$ cat src/rtl/exec_sequencer_pkg.sv
// exec_sequencer shared definitions
// FSM state and trap cause encodings
package exec_sequencer_pkg;

  typedef enum logic [2:0] {
    ST_FETCH     = 3'd0,
    ST_DECODE    = 3'd1,
    ST_EXECUTE   = 3'd2,
    ST_MEMORY    = 3'd3,
    ST_WRITEBACK = 3'd4,
    ST_TRAP      = 3'd5
  } state_e;

  typedef enum logic [1:0] {
    TRAP_ILLEGAL  = 2'd0,
    TRAP_IMEM_TO  = 2'd1,
    TRAP_DMEM_TO  = 2'd2,
    TRAP_MISALIGN = 2'd3
  } cause_e;

  function automatic logic is_misaligned(
    input logic       taken,
    input logic [1:0] lsb
  );
    return taken & (lsb != 2'b00);
  endfunction

endpackage

$ cat src/rtl/mem_wait_timer.sv
// mem_wait_timer: ack wait counter
// expired_o flags the last allowed wait cycle
module mem_wait_timer #(
  parameter int LIMIT = 16
) (
  input  logic clk_i,
  input  logic rst_i,
  input  logic clr_i,
  input  logic en_i,
  output logic expired_o
);

  localparam int W = $clog2(LIMIT);
  localparam logic [W-1:0] LAST = W'(LIMIT - 1);

  logic [W-1:0] cnt_q;
  logic [W-1:0] cnt_d;

  // clear wins over count
  always_comb begin
    cnt_d = cnt_q;
    if (clr_i) begin
      cnt_d = '0;
    end else if (en_i) begin
      cnt_d = cnt_q + W'(1);
    end
  end

  // counter register
  always_ff @(posedge clk_i) begin
    if (rst_i) begin
      cnt_q <= '0;
    end else begin
      cnt_q <= cnt_d;
    end
  end

  assign expired_o = (cnt_q == LAST);

endmodule

$ cat src/rtl/exec_sequencer.sv
// exec_sequencer: multi-cycle core control FSM
// owns PC, retire count and sticky trap state
module exec_sequencer
  import exec_sequencer_pkg::*;
#(
  parameter logic [31:0] RESET_PC    = 32'h0000_0000,
  parameter int          MEM_TIMEOUT = 16
) (
  input  logic        clk_i,
  input  logic        rst_i,
  input  logic        imem_ack_i,
  input  logic        dmem_ack_i,
  input  logic        illegal_i,
  input  logic        ex_stall_i,
  input  logic        is_load_i,
  input  logic        is_store_i,
  input  logic        no_wb_i,
  input  logic        branch_taken_i,
  input  logic [31:0] branch_addr_i,
  output logic [2:0]  state_o,
  output logic [31:0] pc_o,
  output logic        imem_req_o,
  output logic        ir_we_o,
  output logic        dmem_req_o,
  output logic        dmem_we_o,
  output logic        rf_we_o,
  output logic        retire_o,
  output logic [31:0] instret_o,
  output logic        trap_o,
  output logic [1:0]  trap_cause_o
);

  state_e      state_q, state_d;
  cause_e      cause_q, cause_d;
  logic [31:0] pc_q, pc_d;
  logic [31:0] instret_q, instret_d;
  logic        trap_q, trap_d;

  logic waiting;
  logic ack_sel;
  logic expired;
  logic misaligned;

  assign waiting    = (state_q == ST_FETCH) || (state_q == ST_MEMORY);
  assign ack_sel    = (state_q == ST_FETCH) ? imem_ack_i : dmem_ack_i;
  assign misaligned = is_misaligned(branch_taken_i, branch_addr_i[1:0]);

  mem_wait_timer #(
    .LIMIT(MEM_TIMEOUT)
  ) u_timer (
    .clk_i    (clk_i),
    .rst_i    (rst_i),
    .clr_i    (~waiting | ack_sel | expired),
    .en_i     (waiting & ~ack_sel),
    .expired_o(expired)
  );

  // next-state, pc, retire count and trap capture
  always_comb begin
    state_d   = state_q;
    cause_d   = cause_q;
    pc_d      = pc_q;
    instret_d = instret_q;
    trap_d    = trap_q;
    unique case (state_q)
      ST_FETCH: begin
        if (imem_ack_i) begin
          state_d = ST_DECODE;
        end else if (expired) begin
          state_d = ST_TRAP;
          cause_d = TRAP_IMEM_TO;
          trap_d  = 1'b1;
        end
      end
      ST_DECODE: begin
        if (illegal_i) begin
          state_d = ST_TRAP;
          cause_d = TRAP_ILLEGAL;
          trap_d  = 1'b1;
        end else begin
          state_d = ST_EXECUTE;
        end
      end
      ST_EXECUTE: begin
        if (!ex_stall_i) begin
          state_d = (is_load_i | is_store_i) ? ST_MEMORY : ST_WRITEBACK;
        end
      end
      ST_MEMORY: begin
        if (dmem_ack_i) begin
          state_d = ST_WRITEBACK;
        end else if (expired) begin
          state_d = ST_TRAP;
          cause_d = TRAP_DMEM_TO;
          trap_d  = 1'b1;
        end
      end
      ST_WRITEBACK: begin
        if (misaligned) begin
          state_d = ST_TRAP;
          cause_d = TRAP_MISALIGN;
          trap_d  = 1'b1;
        end else begin
          pc_d      = branch_taken_i ? branch_addr_i : pc_q + 32'd4;
          instret_d = instret_q + 32'd1;
          state_d   = ST_FETCH;
        end
      end
      ST_TRAP: begin
        state_d = ST_TRAP;
      end
      default: begin
        state_d = ST_FETCH;
      end
    endcase
  end

  // architectural registers
  always_ff @(posedge clk_i) begin
    if (rst_i) begin
      state_q   <= ST_FETCH;
      cause_q   <= TRAP_ILLEGAL;
      pc_q      <= RESET_PC;
      instret_q <= '0;
      trap_q    <= 1'b0;
    end else begin
      state_q   <= state_d;
      cause_q   <= cause_d;
      pc_q      <= pc_d;
      instret_q <= instret_d;
      trap_q    <= trap_d;
    end
  end

  // handshake strobes decoded from state
  always_comb begin
    imem_req_o = 1'b0;
    ir_we_o    = 1'b0;
    dmem_req_o = 1'b0;
    dmem_we_o  = 1'b0;
    rf_we_o    = 1'b0;
    retire_o   = 1'b0;
    unique case (state_q)
      ST_FETCH: begin
        imem_req_o = 1'b1;
        ir_we_o    = imem_ack_i;
      end
      ST_MEMORY: begin
        dmem_req_o = 1'b1;
        dmem_we_o  = is_store_i;
      end
      ST_WRITEBACK: begin
        rf_we_o  = ~no_wb_i & ~misaligned;
        retire_o = ~misaligned;
      end
      default: begin
      end
    endcase
  end

  assign state_o      = state_q;
  assign pc_o         = pc_q;
  assign instret_o    = instret_q;
  assign trap_o       = trap_q;
  assign trap_cause_o = cause_q;

endmodule

$ cat config.mk
export PLATFORM = sky130hd
export DESIGN_NAME = exec_sequencer
export DESIGN_NICKNAME = d
export VERILOG_FILES = /design/src/rtl/exec_sequencer_pkg.sv /design/src/rtl/mem_wait_timer.sv /design/src/rtl/exec_sequencer.sv
export SDC_FILE = /design/constraint.sdc
export NUM_CORES = 1
export LEC_CHECK = 0
export CAP_MARGIN = 40
export CORE_UTILIZATION = 37
export CTS_BUF_LIST = sky130_fd_sc_hd__clkbuf_16
export CTS_CLUSTER_DIAMETER = 40
export DETAILED_ROUTE_END_ITERATION = 10
export GPL_ROUTABILITY_DRIVEN = 0
export PLACE_DENSITY = 0.65
export RECOVER_POWER = 25
export SYNTH_ARGS = -nofsm -noshare
export SYNTH_HDL_FRONTEND = slang
export SYNTH_HIERARCHICAL = 1
export SYNTH_SLANG_ARGS = --single-unit
$ cat constraint.sdc
create_clock -name clk_i -period 7.65 [get_ports clk_i]
set_clock_uncertainty 0.2 [all_clocks]
set_input_delay 2.295 -clock clk_i [delete_from_list [all_inputs] [get_ports clk_i]]
set_output_delay 2.295 -clock clk_i [all_outputs]
set_load 0.05 [all_outputs]
* Yosys cells after proc, flatten, opt, wreduce, memory -nomap -nowiden
Index checks and enable logic that the tools add are counted.
** Storage, ports and cells
- Bits in registers :: 74
- Output and inout port bits :: 76
** Cells by class
- Add/sub/neg operators :: 3
- Eq/ne operators :: 13
- Multiplexer cells :: 29
- Bitwise logic cells :: 10
- Reduce and logical (&&, ||, !) cells :: 8
** Operator list (count)
- adder 32 x 1 -> 32 bit, second input constant :: 1
- adder 32 x 3 -> 32 bit, second input constant :: 1
- two-way mux 32 bit :: 1
- two-way mux 3 bit :: 7
- one-hot mux 3 bit (6 select lines) :: 1
- != test 2 bit, second input constant :: 7
- two-way mux 1 bit :: 12
- two-way mux 2 bit :: 6
- one-hot mux 2 bit (4 select lines) :: 1
- AND reduction 7 bit :: 1
- == test 3 x 2 -> 1 bit, second input constant :: 2
- == test 3 bit, second input constant :: 2
- AND reduction 5 bit :: 1
- adder 4 x 1 -> 4 bit, second input constant :: 1
- == test 4 bit, second input constant :: 1
- inverter 1 bit :: 4
- one-hot mux 1 bit (4 select lines) :: 1
- nonzero test 4 bit :: 1
- AND 1 bit :: 3
- == test 3 x 1 -> 1 bit, second input constant :: 1
- zero test 3 bit :: 1
- OR 1 bit :: 3
- AND reduction 2 bit :: 1
- nonzero test 2 bit :: 1
- 2 further kinds :: 2

* Depth between registers and ports, before layout
Gate-level depths: netlist (run 1).
- Word-level depth :: 6
- Gate-level depth with buffers :: 8
- Gate-level depth less buffers :: 7

* By module
The synthesis (run 1) kept the hierarchy.
** Modules (own cells, without submodules)
- exec_sequencer :: times used 1, cells an instance 532, area each 3981.3 um^2
- mem_wait_timer :: times used 1, cells an instance 18, area each 183.9 um^2

* Least setup slack after synthesis (run 1)
Ideal clock, no wire load.
- Path kind :: input to output
- From :: input port branch_taken_i
- To :: output port retire_o
- Arrival time :: 3.763 ns
- Required time :: 5.155 ns
- Path slack :: 1.392 ns
- Stages on the path :: 6
- Buffers on the path :: 3
- Cell sequence :: clkbuf_1 > o21ai_0 > nand2_1 > inv_1 > clkbuf_1 > clkbuf_1
** On the way
- Longest elaborated chain between the ends :: 3
** RTL lines
- start: declaration :: line exec_sequencer.sv:18 : input logic branch_taken_i,
- AND 1 bit :: line exec_sequencer_pkg.sv:25 : return taken & (lsb != 2'b00);
- inverter 1 bit (no source line)
- two-way mux 1 bit :: line exec_sequencer.sv:143 : unique case (state_q)
- end: declaration :: line exec_sequencer.sv:27 : output logic retire_o,
No other way between the ends.

* Worst setup path after layout (run 1)
- From :: input port branch_addr_i[0]
- To :: output port retire_o
** On the way
- Longest elaborated chain between the ends :: 4
** RTL lines
- start: declaration :: line exec_sequencer.sv:19 : input logic [31:0] branch_addr_i,
- nonzero test 2 bit :: line exec_sequencer_pkg.sv:25
- AND 1 bit :: line exec_sequencer_pkg.sv:25
- inverter 1 bit (no source line)
- two-way mux 1 bit :: line exec_sequencer.sv:143
No other way between the ends.

==> results of run 1 <==
final cells by class:
| type | instances | area [µm²] |
|---|---|---|
| clock buffer | 9 | 225.2 |
| sequential | 74 | 1481 |
| timing repair buffer | 123 | 1191 |
| fill | 1082 | 5209 |
| inverter | 17 | 63.81 |
| multi-input combinational | 423 | 2475 |
| clock inverter | 7 | 67.56 |
| tap | 140 | 175.2 |
per-stage QoR:
stage	hold WS (ns)	setup WS (ns)
2_1_floorplan	0.2875	1.392
3_3_place_gp	0.2425	1.239
3_5_place_dp	0.2552	1.198
4_1_cts	0.2644	1.203
5_1_grt	0.2860	1.029
6_report	0.2576	1.208
cells in the final DEF (no fill, tap or decap), types with 3 or more instances in the layout:
cell type and count:
nor2_1 60, nor4_1 7, o211ai_1 3, clkdlybuf4s50_1 94, o21ai_0 33, nand2_1 46, nand3_1 32, nor2b_1 5
inv_1 17, a21o_1 4, a211oi_1 5, dfxtp_1 74, mux2i_1 12, o41ai_1 4, and2_1 4, or4_4 3
buf_4 5, nor3b_1 5, o22ai_1 5, ha_1 3, a22oi_1 4, a31oi_1 8, clkbuf_16 9, o31ai_1 5
nand3b_1 3, or2_2 5, and3_1 14, nor3_1 21, xnor2_1 18, and4_1 6, dlygate4sd3_1 19, a21oi_1 48
nand2b_1 3, or3_1 18, nand4_1 14
worst max-delay path: cells and delay by family:
family,cells,cell delay (ns)
buf+inv,3,0.89
simple gates,1,0.40
compound gates,1,0.36
registers in the layout, summed over array words and instances, names as in the netlist:
signal         flops
trap_o             1
instret_o         32
pc_o              32
trap_cause_o       2
state_o            3
u_timer/cnt_q      4
final timing paths:
path                                        from       end  slack [ns]
worst max register to register        state_o[2]  pc_o[25]        4.73
worst max-delay path            branch_addr_i[0]  retire_o        1.21
worst min register to register            trap_o    trap_o        0.26
worst min-delay path                      trap_o    trap_o        0.26
logic make-up after synthesis:
logic type	count (synthesis)	share of synthesized area, %
AO/OA/AOI/OAI	134	19.56
flip-flops	74	35.57
XOR/XNOR	20	4.206
buffers and inverters	53	5.017
adder cells (fa/ha/maj)	3	0.9013
multiplexers	14	3.425
AND/OR/NAND/NOR	252	31.33
metal layers:
metal	wire [µm]	global-route usage, %	vias to the layer above
li1	-	-	2198
met1	5620	28.70	2009
met2	5323	31.67	117
met3	828	5.063	11
met4	121	5.186	0
met5	0	0	-
power by group:
part           internal (mW)  switching [mW]  total [mW]
combinational         0.0741           0.122       0.196
sequential             0.398          0.0247       0.423
clock                  0.251           0.166       0.417
==> impl_metrics.py, run 1 <==
metrics = {
    "route": {
        "dr.pass1.iters": 4,
        "vias": 4335,
        "drt-initial-drc-count": 245,
        "ant_nets": 0,
        "routed_wl_um": 11890,
        "drt-vias-per-instance": 5.467,
        "drc_errors": 0,
        "wl_per_cell_um": 15.00,
    },
    "setup_path": {
        "crit_type": "input pin to output pin",
        "worstPathCellList": "clkdlybuf4s50_1 > o21ai_0 > nand2_1 > inv_1 > buf_4",
        "critPathMaxFanout": 11,
        "start_kind": "input pin",
        "slowest_delay_ns": 0.45,
        "crit_arrival_ns": 3.95,
        "required_ns": 5.16,
        "r2r_cells": 7,
        "worstSetupEndpointType": "output pin",
        "slowest_stage": "clkdlybuf4s50_1",
    },
    "clock_tree": {
        "ctsHoldBuffers": 0,
        "cts_tree": "yes",
        "clock-sinks": 74,
        "ctsLongestPathBuffers": 2,
        "cts.clk_slew.worst_paths_ns": 0.06,
        "clk_latency_ns": 0.33,
        "cts_root_buf": "clkbuf_16",
        "numCtsBuffers": 9,
        "h-tree-depth": 3,
        "postCtsSetupRepairBufs": 0,
        "ctsResizeCount": 0,
    },
    "final_layout": {
        "diodes": 0,
        "finish.utilization_pct": 52.16,
        "finalNonFillerCells": 793,
        "finish.instance_area_um2": 5679,
        "area_growth_pct": 36.35,
        "fin_nets": 693,
        "layout-drive-gt1-share_pct": 5.513,
    },
    "timing": {
        "hold_viol": 0,
        "worst_pin_slew_ns": 1.814,
        "post-route-period-util_pct": 84.21,
        "drv_slew": 79,
        "finalCriticalPeriod_ns": 6.442,
        "slew_headroom_pct": -20.94,
        "fmax_mhz": 155.2,
        "setup_viol": 0,
        "setup_tns_ns": 0,
        "rsz0062_at_grt": "no",
    },
    "synth": {
        "synth_edf_count": 0,
        "synth_cell_type_count": 52,
        "yosys-top-cells-count": "dfxtp_1 (74), nor2_1 (60), a21oi_1 (48), nand2_1 (46), o21ai_0 (33)",
        "synth_nets": 595,
        "synth_cells": 550,
        "synth_top_area_cell": "dfxtp_1",
        "synth_top_flop_cell": "dfxtp_1",
        "yosysMostFrequentCell": "dfxtp_1",
        "yosysSeqAreaShare_pct": 35.57,
        "synth_warnings": 6,
        "netlist.area_leader.share_pct": 35.57,
        "avgSynthCellArea_um2": 7.573,
        "async_flop_share_pct": 0,
        "synth_area_leaders": "dfxtp_1 (36%), a21oi_1 (5.8%), nor2_1 (5.4%)",
        "syn_area_um2": 4165,
        "yosys_register_bits": 74,
    },
    "die": {
        "dieArea_um2": 11690,
        "rows": 38,
        "io_pins": 118,
        "core-area_um2": 10890,
        "initial_core_util_pct": 38.26,
        "die_h_um": 108.1,
        "die_w_um": 108.1,
    },
    "global_routing": {
        "grt_pass1_vias": 3944,
        "globalRouteOverflowTotal": 0,
        "grt_pass1_wl_um": 19310,
        "gr-usage-all-layers_pct": 20.60,
        "antenna_found_initial": 0,
        "grt_max_degree": 62,
    },
    "power": {
        "power_density_nw_per_um2": 182.5,
        "p_leak_nw": 1.918,
        "vdd_drop_max_mv": 0.1237,
        "total_power_mw": 1.036,
    },
    "placed_design": {
        "hpwl_um": 8299,
        "dp_cells": 776,
        "io_buffer_count": 117,
        "placed_cell_area_um2": 5386,
    },
    "job": {
        "cap_violations": 2,
    },
    "min_path": {
        "min_path_cells": 2,
        "hold_path_class": "flop to flop",
    },
    "run_status": {
        "violations": "capacitance limit, slew limit",
        "status": "complete, but fails checks",
    },
}
No activity file was read; power rests on OpenSTA's default activity.
==> run 2: changes to the inputs <==
PLACE_DENSITY = 0.67   (was 0.65)
clock period = 5.7 ns   (was 7.65 ns; I/O delays follow)
==> run 2 against run 1 <==
  * The flow still finishes with violations (capacitance limit, slew limit)
  * Clock power grew 43%
  * Register-to-register slack worse by 1.8 ns
  * Sequential power is 34% higher
  * Hold slack lost 0.0040 ns
  * Sequential share of layout area is 0.057 points lower
  * Setup slack lost 0.68 ns
  * Count of clock-buffer cells in the layout unchanged
  * Highest routed layer is now met5
  * Design area grew 0.22%
  * Critical path depth did not move
  * Power up 38%
  * Die area unchanged
  * Via count rose by 2.3%
==> impl_metrics.py, run 2 (synthesis results as in run 1) <==
metrics = {
    "clock_tree": {
        "postCtsSetupRepairBufs": 0,
        "cts_tree": "yes",
        "ctsHoldBuffers": 0,
        "ctsResizeCount": 0,
        "clk_latency_ns": 0.34,
        "cts_root_buf": "clkbuf_16",
        "ctsLongestPathBuffers": 2,
        "clock-sinks": 74,
        "numCtsBuffers": 9,
        "cts.clk_slew.worst_paths_ns": 0.06,
        "h-tree-depth": 3,
    },
    "global_routing": {
        "gr-usage-all-layers_pct": 21.32,
        "grt_pass1_vias": 4095,
        "grt_max_degree": 62,
        "antenna_found_initial": 1,
        "grt_pass1_wl_um": 19950,
        "globalRouteOverflowTotal": 0,
    },
    "final_layout": {
        "finalNonFillerCells": 792,
        "final_common_cell": "clkdlybuf4s50_1",
        "mostFrequentLayoutCells": "clkdlybuf4s50_1 (94), dfxtp_1 (74), nor2_1 (60), a21oi_1 (48), nand2_1 (46)",
        "diodes": 0,
        "finish.instance_area_um2": 5692,
        "area_growth_pct": 36.65,
        "fillers": 1057,
        "finish.utilization_pct": 52.28,
        "layout-drive-gt1-share_pct": 5.215,
        "fin_nets": 692,
    },
    "timing": {
        "rsz0062_at_grt": "no",
        "worst_pin_slew_ns": 1.917,
        "setup_tns_ns": 0,
        "finalCriticalPeriod_ns": 5.173,
        "setup_viol": 0,
        "hold_viol": 0,
        "post-route-period-util_pct": 90.75,
        "slew_headroom_pct": -27.83,
        "drv_slew": 79,
        "fmax_mhz": 193.3,
    },
    "min_path": {
        "hold_path_class": "flop to flop",
    },
    "power": {
        "p_leak_nw": 1.925,
        "vdd_drop_max_mv": 0.1708,
        "total_power_mw": 1.430,
        "power_density_nw_per_um2": 251.2,
    },
    "setup_path": {
        "endpoint": "retire_o",
        "crit_type": "input pin to output pin",
        "critPathMaxFanout": 7,
        "slowest_stage": "clkdlybuf4s50_1",
        "worstPathCellList": "clkdlybuf4s50_1 > o21ai_0 > nand2_1 > inv_1 > buf_4",
        "cp.depth": 5,
        "slowest_delay_ns": 0.45,
        "r2r_slack_ns": 2.94,
        "worstSetupEndpointType": "output pin",
        "required_ns": 3.79,
        "worst-path-buf-inv": 3,
        "start_kind": "input pin",
        "crit_arrival_ns": 3.26,
        "reg2reg_from": "state_o[2]",
        "timing.rr.end": "pc_o[25]",
        "r2r_cells": 7,
        "cp-startpoint": "branch_addr_i[1]",
        "crit_family": "buffers and inverters",
    },
    "route": {
        "drt-initial-drc-count": 343,
        "ant_nets": 0,
        "dr.pass1.iters": 6,
        "wl_per_cell_um": 15.49,
        "routed_wl_um": 12270,
        "drc_errors": 0,
        "vias": 4433,
        "drt-vias-per-instance": 5.597,
    },
    "die": {
        "die_w_um": 108.1,
        "initial_core_util_pct": 38.26,
        "die_h_um": 108.1,
        "rows": 38,
        "io_pins": 118,
        "dieArea_um2": 11690,
        "core-area_um2": 10890,
    },
    "placed_design": {
        "io_buffer_count": 117,
        "dp_cells": 776,
        "placed_cell_area_um2": 5386,
        "hpwl_um": 8247,
    },
    "run_status": {
        "violations": "capacitance limit, slew limit",
        "status": "complete, but fails checks",
    },
    "job": {
        "cap_violations": 2,
    },
}
run 2: cell type report:
| type | count | area [µm²] | area share [%] |
|---|---|---|---|
| flip-flops and latches | 74 | 1481 | 26.03 |
| clock buffers | 9 | 225.2 | 3.957 |
| inverters | 17 | 63.81 | 1.121 |
| well taps | 140 | 175.2 | 3.078 |
| multi-input cells | 423 | 2475 | 43.48 |
| repair buffers | 122 | 1186 | 20.84 |
| clock inverters | 7 | 85.08 | 1.495 |
run 2: tightest hold or removal path, delay by kind of cell, from the launching register on:
family / cells / cell delay, ns
AOI/OAI and AO/OA: 1 / 0.05
DFF: 1 / 0.31
buffers and inverters: 1 / 0.05
run 2: worst min-delay path by stage:
stage,cells past startpoint,from,to
floorplan,2,u_timer/cnt_q[1],u_timer/cnt_q[1]
global placement,2,trap_o,trap_o
detailed placement,2,trap_o,trap_o
CTS,2,trap_o,trap_o
global route,2,trap_o,trap_o
finish,2,trap_o,trap_o
run 2: per-stage QoR:
step,setup WS [ns],hold slack (ns)
final,0.5274,0.2536
after CTS,0.5081,0.2606
after detailed placement,0.5169,0.2512
after global placement,0.5795,0.2439
after floorplan,0.6124,0.2875
after global routing,0.3515,0.2818
run 2: per-layer routing:
layer	track usage (%)	share of wire (%)	vias to the layer above
met4	8.708	2.0	2
li1	-	-	2192
met2	33.26	45	143
met5	0	0.081	-
met1	28.90	47	2070
met3	3.797	5.8	26
run 2: where the power goes:
part	internal, mW	switching, mW
combinational	0.0993	0.165
clock	0.379	0.220
sequential	0.535	0.0329
==> run 3: changes to the inputs <==
CAP_MARGIN = 20   (was 40)
==> run 3 against run 2 <==
  * The run still ends with capacitance limit, slew limit left
  * Routed wire length down 2.1%
  * First-iteration DRC count down 34%
  * Setup slack worse by 0.038 ns
  * Design area down 0.44%
  * Count of clock-buffer cells in the layout unchanged
  * Global-route usage down 0.38 points
  * Sequential power about the same
  * Largest power group is now registers
  * Flip-flop and latch count unchanged
  * Sequential share of layout area up 0.11 points
  * Via count down 0.90%
  * Die area unchanged
  * Core utilization down 0.23 points
==> impl_metrics.py, run 3 (synthesis results as in run 1) <==
metrics = {
    "route": {
        "wl_per_cell_um": 15.19,
        "dr.pass1.iters": 4,
        "drc_errors": 0,
        "drt-initial-drc-count": 227,
        "drt-vias-per-instance": 5.554,
        "ant_nets": 0,
        "routed_wl_um": 12010,
        "vias": 4393,
    },
    "setup_path": {
        "crit_type": "input pin to output pin",
        "r2r_slack_ns": 2.94,
        "cp-startpoint": "branch_addr_i[0]",
        "worstSetupEndpointType": "output pin",
        "timing.rr.end": "pc_o[25]",
        "worstPathCellList": "clkdlybuf4s50_1 > o21ai_0 > nand2_1 > inv_1 > buf_4",
        "r2r_cells": 7,
        "critPathMaxFanout": 7,
        "slowest_delay_ns": 0.44,
        "slowest_stage": "clkdlybuf4s50_1",
        "crit_arrival_ns": 3.30,
        "reg2reg_from": "state_o[2]",
        "required_ns": 3.79,
        "start_kind": "input pin",
    },
    "power": {
        "power_density_nw_per_um2": 243.7,
        "p_sw_share_pct": 29.93,
        "p_clk_share_pct": 39.8,
        "p_leak_nw": 1.909,
        "vdd_drop_max_mv": 0.1637,
        "p_seq_share_pct": 41.1,
        "switching_power_uw": 413.4,
        "p_int_uw": 967.8,
        "p_comb_share_pct": 19.1,
    },
    "placed_design": {
        "dp_slack_ns": 0.5213,
        "hpwl_um": 8234,
        "io_buffer_count": 117,
    },
    "final_layout": {
        "multi_input_area_um2": 2475,
        "fin_nets": 692,
        "area_growth_pct": 36.05,
        "diodes": 0,
        "layout.area.seq_um2": 1481,
        "final_common_cell": "clkdlybuf4s50_1",
        "fillers": 1061,
        "mostFrequentLayoutCells": "clkdlybuf4s50_1 (95), dfxtp_1 (74), nor2_1 (60), a21oi_1 (48), nand2_1 (46)",
        "layout-drive-gt1-share_pct": 5.223,
    },
    "timing": {
        "setup_viol": 0,
        "timing.final.ws_setup_ns": 0.4895,
        "drv_slew": 79,
        "setup_tns_ns": 0,
        "rsz0062_at_grt": "no",
        "finalCriticalPeriod_ns": 5.211,
        "hold_viol": 0,
        "post-route-period-util_pct": 91.41,
        "fmax_mhz": 191.9,
        "slew_headroom_pct": -27.27,
        "worst_pin_slew_ns": 1.909,
    },
    "clock_tree": {
        "h-tree-depth": 3,
        "clk_latency_ns": 0.33,
        "cts_tree": "yes",
        "ctsResizeCount": 0,
        "cts.clk_slew.worst_paths_ns": 0.06,
        "cts_root_buf": "clkbuf_16",
        "ctsHoldBuffers": 0,
        "postCtsSetupRepairBufs": 0,
        "ctsLongestPathBuffers": 2,
        "clock-sinks": 74,
        "numCtsBuffers": 9,
    },
    "run_status": {
        "violations": "capacitance limit, slew limit",
        "status": "complete, but fails checks",
    },
    "global_routing": {
        "grt_pass1_vias": 3947,
        "grt_pass1_wl_um": 19550,
        "antenna_found_initial": 1,
        "grt_max_degree": 62,
        "globalRouteOverflowTotal": 0,
        "gr-usage-all-layers_pct": 20.94,
    },
    "die": {
        "io_pins": 118,
        "core-area_um2": 10890,
        "rows": 38,
        "die_w_um": 108.1,
        "initial_core_util_pct": 38.26,
        "die_h_um": 108.1,
        "dieArea_um2": 11690,
    },
    "min_path": {
        "hold_start": "trap_o",
        "hold_path_class": "flop to flop",
        "hold_end": "trap_o",
        "min_path_cells": 2,
    },
    "job": {
        "cap_violations": 2,
    },
}
run 3: cell types whose count changed in the layout (fill, tap and decap cells not counted):
cell             change
clkinv_4             +1
clkdlybuf4s50_1      +1
clkinv_1             -1
bufinv_16            -1
dlygate4sd3_1        -1
run 3: critical path, delay by kind of cell:
kind,cells,cell delay (ns)
AO/OA/AOI/OAI,1,0.40
AND/OR/NAND/NOR,1,0.31
buffers and inverters,3,0.88
run 3: worst max-delay path by stage:
stage                    end  slack (ns)  cells past startpoint
floorplan           retire_o        0.61                      6
global placement    retire_o        0.58                      5
detailed placement  retire_o        0.52                      5
CTS                 retire_o        0.49                      5
global route        retire_o        0.38                      5
finish              retire_o        0.49                      5
run 3: power by group through the flow:
stage	Sequential [mW]	Combinational [mW]	Clock, mW
after floorplan	0.618	0.128	0
after global placement	0.577	0.264	0
after detailed placement	0.578	0.266	0
after CTS	0.567	0.267	0.562
after global routing	0.572	0.284	0.587
final	0.567	0.264	0.549
run 3: per-stage QoR:
step	hold slack [ns]	std cells	area (µm²)	power, mW	util (%)
after floorplan	0.2875	550	4165	0.7460	-
after global placement	0.2439	775	5381	0.8414	49.43
after detailed placement	0.2513	775	5381	0.8441	49.43
after CTS	0.2605	790	5667	1.397	52.05
after global routing	0.2892	791	5667	1.443	52.05
final	0.2563	791	5667	1.381	52.05
run 3: metal layers:
metal | vias up | GRT usage (%) | wire (µm)
li1 | 2187 | - | -
met5 | - | 0 | 8
met4 | 2 | 6.947 | 158
met3 | 13 | 4.159 | 792
met1 | 2069 | 28.66 | 5564
met2 | 122 | 32.76 | 5489
run 3: area by class of cell:
class | count | share of cell area (%)
multi-input cells | 423 | 43.67
clock inverters | 6 | 1.060
repair buffers | 122 | 20.93
inverters | 17 | 1.126
flip-flops and latches | 74 | 26.14
well taps | 140 | 3.091
clock buffers | 9 | 3.974
